File: src/rtl/button_sync_array.sv
// button_sync_array: per-channel synchroniser, debouncer and auto-repeat press/release pulse generator
module button_sync_array #(
    parameter int N             = 4,
    parameter int ACTIVE_LOW    = 1,
    parameter int SYNC_STAGES   = 2,
    parameter int DEBOUNCE      = 4,
    parameter int REPEAT_DELAY  = 50,
    parameter int REPEAT_PERIOD = 10
) (
    input  logic         clk_i,
    input  logic         reset_i,
    input  logic [N-1:0] in_i,
    input  logic [N-1:0] repeat_en_i,
    output logic [N-1:0] pressed_o,
    output logic [N-1:0] press_o,
    output logic [N-1:0] release_o
);
    localparam int DW   = $clog2(DEBOUNCE + 1);
    localparam int RMAX = REPEAT_DELAY > REPEAT_PERIOD ? REPEAT_DELAY : REPEAT_PERIOD;
    localparam int RW   = $clog2(RMAX + 1);
    localparam logic [DW-1:0] DB_LAST = DW'(DEBOUNCE - 1);
    localparam logic [RW-1:0] RD_END  = RW'(REPEAT_DELAY);
    localparam logic [RW-1:0] RP_END  = RW'(REPEAT_PERIOD);
    localparam logic [RW-1:0] R_ONE   = RW'(1);
    localparam logic [SYNC_STAGES-1:0] SYNC_IDLE = {SYNC_STAGES{ACTIVE_LOW != 0}};

    typedef enum logic [1:0] {IDLE, DELAY, REPEAT} state_t;

    for (genvar g = 0; g < N; g++) begin : g_ch
        logic [SYNC_STAGES-1:0] sync_q;
        logic [DW-1:0]          db_q, db_d;
        logic [RW-1:0]          rc_q, rc_d;
        state_t                 st_q, st_d;
        logic                   pressed_q, pressed_d, press_q, press_d, release_q, release_d;
        logic                   act, accept;

        assign act          = sync_q[SYNC_STAGES-1] ^ (ACTIVE_LOW != 0);
        assign pressed_o[g] = pressed_q;
        assign press_o[g]   = press_q;
        assign release_o[g] = release_q;

        always_comb begin
            accept    = (act != pressed_q) && (db_q == DB_LAST);
            db_d      = (act == pressed_q || accept) ? '0 : db_q + 1'b1;
            pressed_d = pressed_q ^ accept;
            st_d      = st_q;
            rc_d      = rc_q;
            press_d   = 1'b0;
            release_d = 1'b0;
            if (accept && pressed_q) begin
                release_d = 1'b1;
                st_d      = IDLE;
                rc_d      = '0;
            end else if (accept) begin
                press_d = 1'b1;
                st_d    = DELAY;
                rc_d    = repeat_en_i[g] ? R_ONE : '0;
            end else if (st_q != IDLE) begin
                // disabling repeat parks in DELAY so re-enabling waits a full delay
                if (!repeat_en_i[g]) begin
                    st_d = DELAY;
                    rc_d = '0;
                end else if (rc_q == (st_q == DELAY ? RD_END : RP_END)) begin
                    press_d = 1'b1;
                    st_d    = REPEAT;
                    rc_d    = R_ONE;
                end else begin
                    rc_d = rc_q + 1'b1;
                end
            end
        end

        always_ff @(posedge clk_i or posedge reset_i) begin
            if (reset_i) begin
                sync_q    <= SYNC_IDLE;
                db_q      <= '0;
                rc_q      <= '0;
                st_q      <= IDLE;
                pressed_q <= 1'b0;
                press_q   <= 1'b0;
                release_q <= 1'b0;
            end else begin
                sync_q    <= {sync_q[SYNC_STAGES-2:0], in_i[g]};
                db_q      <= db_d;
                rc_q      <= rc_d;
                st_q      <= st_d;
                pressed_q <= pressed_d;
                press_q   <= press_d;
                release_q <= release_d;
            end
        end
    end
endmodule

File: config.mk
export PLATFORM = sky130hd
export DESIGN_NAME = button_sync_array
export DESIGN_NICKNAME = d
export VERILOG_FILES = /design/src/rtl/button_sync_array.sv
export SDC_FILE = /design/constraint.sdc
export NUM_CORES = 1
export LEC_CHECK = 0
export CAP_MARGIN = 10
export CORE_ASPECT_RATIO = 0.9
export CORE_MARGIN = 4
export CORE_UTILIZATION = 55
export DETAILED_ROUTE_END_ITERATION = 10
export PLACE_DENSITY = 0.75
export SLEW_MARGIN = 20
export SYNTH_ARGS = -nofsm -noshare
export SYNTH_HDL_FRONTEND = slang
export SYNTH_SLANG_ARGS = --single-unit
File: constraint.sdc
create_clock -name clk_i -period 3.4 [get_ports clk_i]
set_input_delay 0.68 -clock clk_i [delete_from_list [all_inputs] [get_ports clk_i]]
set_output_delay 0.68 -clock clk_i [all_outputs]
set_load 0.01 [all_outputs]
=== After elaboration in Yosys (flattened, before gate mapping) ===
Index checks and enable logic that the tools add are counted.

* Multiplexer cells: 76
* Eq/ne operators: 24
* Add/subtract/negate cells: 8
* Reductions and logical operators: 24
* Bitwise gates (word level): 8

{| class="wikitable"
|+ Operator list
! kind !! number
|-
| 6-bit 2-to-1 mux || 24
|-
| 2-bit 2-to-1 mux || 20
|-
| 1-bit 2-to-1 mux || 28
|-
| 6-bit by 1-bit adder with 6-bit output, second input constant || 4
|-
| 6-bit == test || 4
|-
| 4-bit by 1-bit != test with 1-bit output, second input constant || 4
|-
| 3-bit by 1-bit adder with 3-bit output, second input constant || 4
|-
| 3-bit by 2-bit == test with 1-bit output, second input constant || 4
|-
| 3-bit 2-to-1 mux || 4
|-
| 3-bit nonzero test || 4
|-
| 2-bit by 1-bit == test with 1-bit output, second input constant || 4
|-
| 1-bit logical AND || 8
|-
| 2-bit AND reduction || 4
|-
| 2-bit nonzero test || 4
|-
| 1-bit == test || 4
|-
| 1-bit logical OR || 4
|-
| 1-bit != test || 4
|-
| 1-bit inverter || 4
|-
| 1-bit bitwise XOR || 4
|}

* Register bits after elaboration: 64
* Logic and storage cells: 168
* Output and inout port bits: 12

=== Logic depth before layout (Yosys ltp) ===
* Depth in word-level cells: 8
* Mapped depth: 10

=== Worst setup path after synthesis ===
No wires, ideal clock.

* Kind: reg-to-reg
* From: reg g_ch[2].db_q[0]
* To: reg g_ch[2].rc_q[5]
* Cell stages (with the launch flop): 11
* Buffers on the path: 0
* Library setup time: 0.121 ns
* Arrival time: 2.156 ns
* Setup slack: 1.123 ns
* Required time: 3.279 ns
* Path through: dfrtp_1 > ha_1 > ha_1 > nand2_1 > inv_1 > ha_1 > nor3_1 > a21boi_2 > nor3_1 > a21o_1 > a22o_1

* Word-level cells in the longest chain between the ends: 4
* Elaborated cells on any way between the ends: 6
* Classes of those cells: eq/ne (1); mux (2); reduce/logical (3)

{| class="wikitable"
|+ Ends and longest elaborated chain
! what !! RTL line !! source
|-
| start, declared || 31 || <nowiki>logic [DW-1:0] db_q, db_d;</nowiki>
|-
| start signal, assigned || 76 || <nowiki>db_q <= '0;</nowiki>
|-
| start signal, assigned || 84 || <nowiki>db_q <= db_d;</nowiki>
|-
| 3-bit by 2-bit == test with 1-bit output (*) || 43 || <nowiki>accept = (act != pressed_q) && (db_q == DB_LAST);</nowiki>
|-
| 1-bit logical AND (*) || 43 ||
|-
| 6-bit 2-to-1 mux or 1-bit logical AND (tied branches) || 54, 50 ||
|-
| 6-bit 2-to-1 mux or 3-bit nonzero test (tied branches) || n/a ||
|-
| end signal, assigned || 85 || <nowiki>rc_q <= rc_d;</nowiki>
|-
| end, declared || 32 || <nowiki>logic [RW-1:0] rc_q, rc_d;</nowiki>
|}

Every way passes the cells marked *; elsewhere a longest branch is shown, timed or not.
A chain may end at the register's enable or synchronous reset.

=== Final worst setup path ===
Same ends and word-level chain as after synthesis.

==> impl_metrics.csv <==
group,metric,value,unit
run_status,outcome,"finished, final reports clean",
setup_path,crit_type,"register to register",
synth,synth_top_area_share,41.9,%
sta,max_slew_margin,53.3,%
cells_and_area,area_growth,11.3,%
sta,fin_crit,2.52,ns
synth,synthArstFlopShare,100,%
clock_tree,cts-htree-levels,3,
setup_path,cp_num_buf_inv,1,
setup_path,critPathTopFamily,"compound AO/OA/AOI/OAI gates",
die,dieArea,0.00740,sq mm
cells_and_area,layout_commonest_cell,"dfrtp_1",
setup_path,critPathMaxStageDelay,0.40,ns
synth,synthTopCellsByArea,"dfrtp_1 42%, ha_1 7.5%, dfstp_2 6.3%, nor2_1 3.7%, buf_4 2.7%",
cells_and_area,final_cell_mix,"56 x dfrtp_1, 33 x nor2_1, 21 x clkdlybuf4s50_1",
clock_tree,cts_resized,0,
grt,grt_pass1_vias,2353,
setup_path,critPathMaxFanout,6,
die,initial_core_util,57.8,%
die,core,0.00579,sq mm
setup_path,path_cells,"ha_1, ha_1, nand2_1, inv_1, ha_1, nor3_1, a21boi_2, nor3_1, a21o_1, a22o_1",
cells_and_area,drive_gt1_share,8.31,%
grt,track_usage,17.3,%
min_path,holdCritStartpoint,"g_ch[2].sync_q[0]$_DFF_PP1_",
sta,worst_pin_slew,0.698,ns
setup_path,rr_startpoint,"g_ch[2].db_q[0]$_DFF_PP0_",
routing,vias_per_cell,5.72,
clock_tree,cts_tree,"done",
power,power_density,679,mW/mm^2
die,chipHeight,82.0,microns
setup_path,slowest_stage,"nor3_1",
grt,grt_max_degree,58,
cells_and_area,multiInputGateArea,0.00155,sq mm
setup_path,endpoint_kind,"register",
clock_tree,cts_sinks,64,
sta,fin_crit_sh,74.1,%
setup_path,crit_start,"g_ch[2].db_q[0]$_DFF_PP0_",
placement,hpwlAfterDp,4030,microns
routing,routed_wl,5790,microns
clock_tree,clk_latency,0.33,ns
sta,final.setup_skew,0.00724,ns
synth,synth_top_area_cell,"dfrtp_1",
routing,ant_nets,0,
clock_tree,clock_path_buffers,2,
routing,drc_errors,0,
sta,tns,0,ns
die,fp.dieW,90.2,microns
routing,vias,2465,
setup_path,worstPathArrival,2.74,ns
clock_tree,clkTransAtPathRegs,0.06,ns
synth,synthFlopType,"dfrtp_1",
clock_tree,cts_hold_buffers,0,
synth,seq_area_frac_synth,48.2,%
setup_path,required,3.62,ns
clock_tree,cts-root-buf,"clkbuf_8",
sta,fmax,397,MHz
placement,io_buffers,21,
sta,maxSlewViolCount,0,
cells_and_area,nets,386,
grt,grt_pass1_wl,10400,microns
min_path,hold_class,"register to register",
sta,setup_viol,0,
synth,ys_ff_latch,64,
grt,antenna_found_initial,0,
synth,synth_cell_type_count,53,
setup_path,critPathLaunchType,"register",
synth,synth_nets,369,
setup_path,crit_path_frequent_cell,"ha_1",
cells_and_area,num-fill-cells,469,
synth,netlist_area,0.00335,sq mm
power,vdd_drop_max,0.469,mV
synth,ys.warnings.count,0,
routing,drt_iter0_drc,112,
power,power_leakage,1.73,nW
cells_and_area,diodes,0,
grt,grt.overflow.total,0,
routing,dr.pass1.iters,5,
setup_path,worst-r2r-setup-slack,0.88,ns
clock_tree,cts_inserted_buffers,9,
placement,place_congestion,0.848,
sta,grt_setup_unrepaired,"no",
synth,syn_inst,339,
die,rows,26,
die,io_pins,22,
cells_and_area,regArea,0.00161,sq mm
routing,wl_per_cell,13.4,microns
power,power.total,0.00253,W
synth,syn_area_per_cell,9.87,sq um
synth,synth_edf_count,0,
sta,hold_viol_final,0,
job,maxCapViolCount,0,
clock_tree,cts_setup_buffers,0,
## final cells by class
type | instances | share of cell area, %
timing repair buffer | 22 | 5.84
sequential | 64 | 43.3
multi-input combinational | 239 | 41.7
clock buffer | 16 | 4.84
tap | 70 | 2.35
inverter | 20 | 2.02
## per-stage QoR
stage                     area [sq um]  cells  setup slack, ns  utilization, %  hold slack [ns]
after floorplan                   3350    339             1.12               -            0.345
after global placement            3540    415             1.00            61.2            0.346
after detailed placement          3540    415            0.899            61.2            0.349
after CTS                         3720    431            0.901            64.3            0.355
after global routing              3720    431            0.711            64.3            0.364
final                             3720    431            0.882            64.3            0.351
## cells by family after synthesis
family / synth area share [%]
AOI/OAI and AO/OA: 14.7
xor gates and xnor gates: 1.05
adders and majority gates: 7.48
buffers and inverters: 5.42
DFF: 48.2
and+or+nand+nor: 23.2
## synthesized netlist by cell type (3+ instances only)
library cell / number
nand2_1: 20
a22oi_1: 6
nor2_1: 33
ha_1: 20
or4_1: 5
nor2b_1: 11
a21o_1: 3
nor3_1: 10
and3_1: 7
dfrtp_1: 56
dfstp_2: 8
nand3_1: 16
a22o_1: 5
inv_1: 20
o22ai_1: 4
a21oi_1: 13
a31oi_1: 9
or2_2: 3
o21ai_0: 14
nor3b_1: 4
buf_4: 12
xnor2_1: 4
and2_1: 3
nand2b_1: 13
o31ai_1: 4
## per-layer routing
| layer | GRT usage [%] | share of wire [%] |
|---|---|---|
| met5 | 0 | 0 |
| met4 | 5.50 | 0.69 |
| met3 | 5.22 | 5.2 |
| met2 | 29.5 | 46 |
| met1 | 21.4 | 48 |
## worst register-to-register path: cells and delay by family (launching register included)
kind	cells	cell delay [ns]
compound gates	3	0.70
fa+ha+maj	3	0.65
simple gates	3	0.62
flops	1	0.38
buf+inv	1	0.07
## power by group
| group | total [W] | leakage, nW | switching, W | internal (W) |
|---|---|---|---|---|
| combinational | 0.000776 | 0.824 | 0.000419 | 0.000357 |
| clock | 0.000589 | 0.0910 | 0.000262 | 0.000326 |
| sequential | 0.00117 | 0.813 | 0.000205 | 0.000961 |
## path summary, 6_finish.rpt
kind                                                    end  cells past startpoint
max in group asynchronous         g_ch[0].db_q[0]$_DFF_PP0_                      3
worst max register to register  g_ch[2].rc_q[5]$_DFFE_PP0P_                     10
min in group asynchronous       g_ch[1].rc_q[3]$_DFFE_PP0P_                      2
worst max-delay path            g_ch[2].rc_q[5]$_DFFE_PP0P_                     10
worst min-delay path            g_ch[2].sync_q[1]$_DFF_PP1_                      0
worst min register to register  g_ch[2].sync_q[1]$_DFF_PP1_                      0
## state kept, by name (all words and copies together), names as in the netlist
name	flops
g_ch.db_q	12
g_ch.press_q	4
g_ch.pressed_q	4
g_ch.rc_q	24
g_ch.release_q	4
g_ch.st_q	8
g_ch.sync_q	8
(Power assumes the default switching activity.)
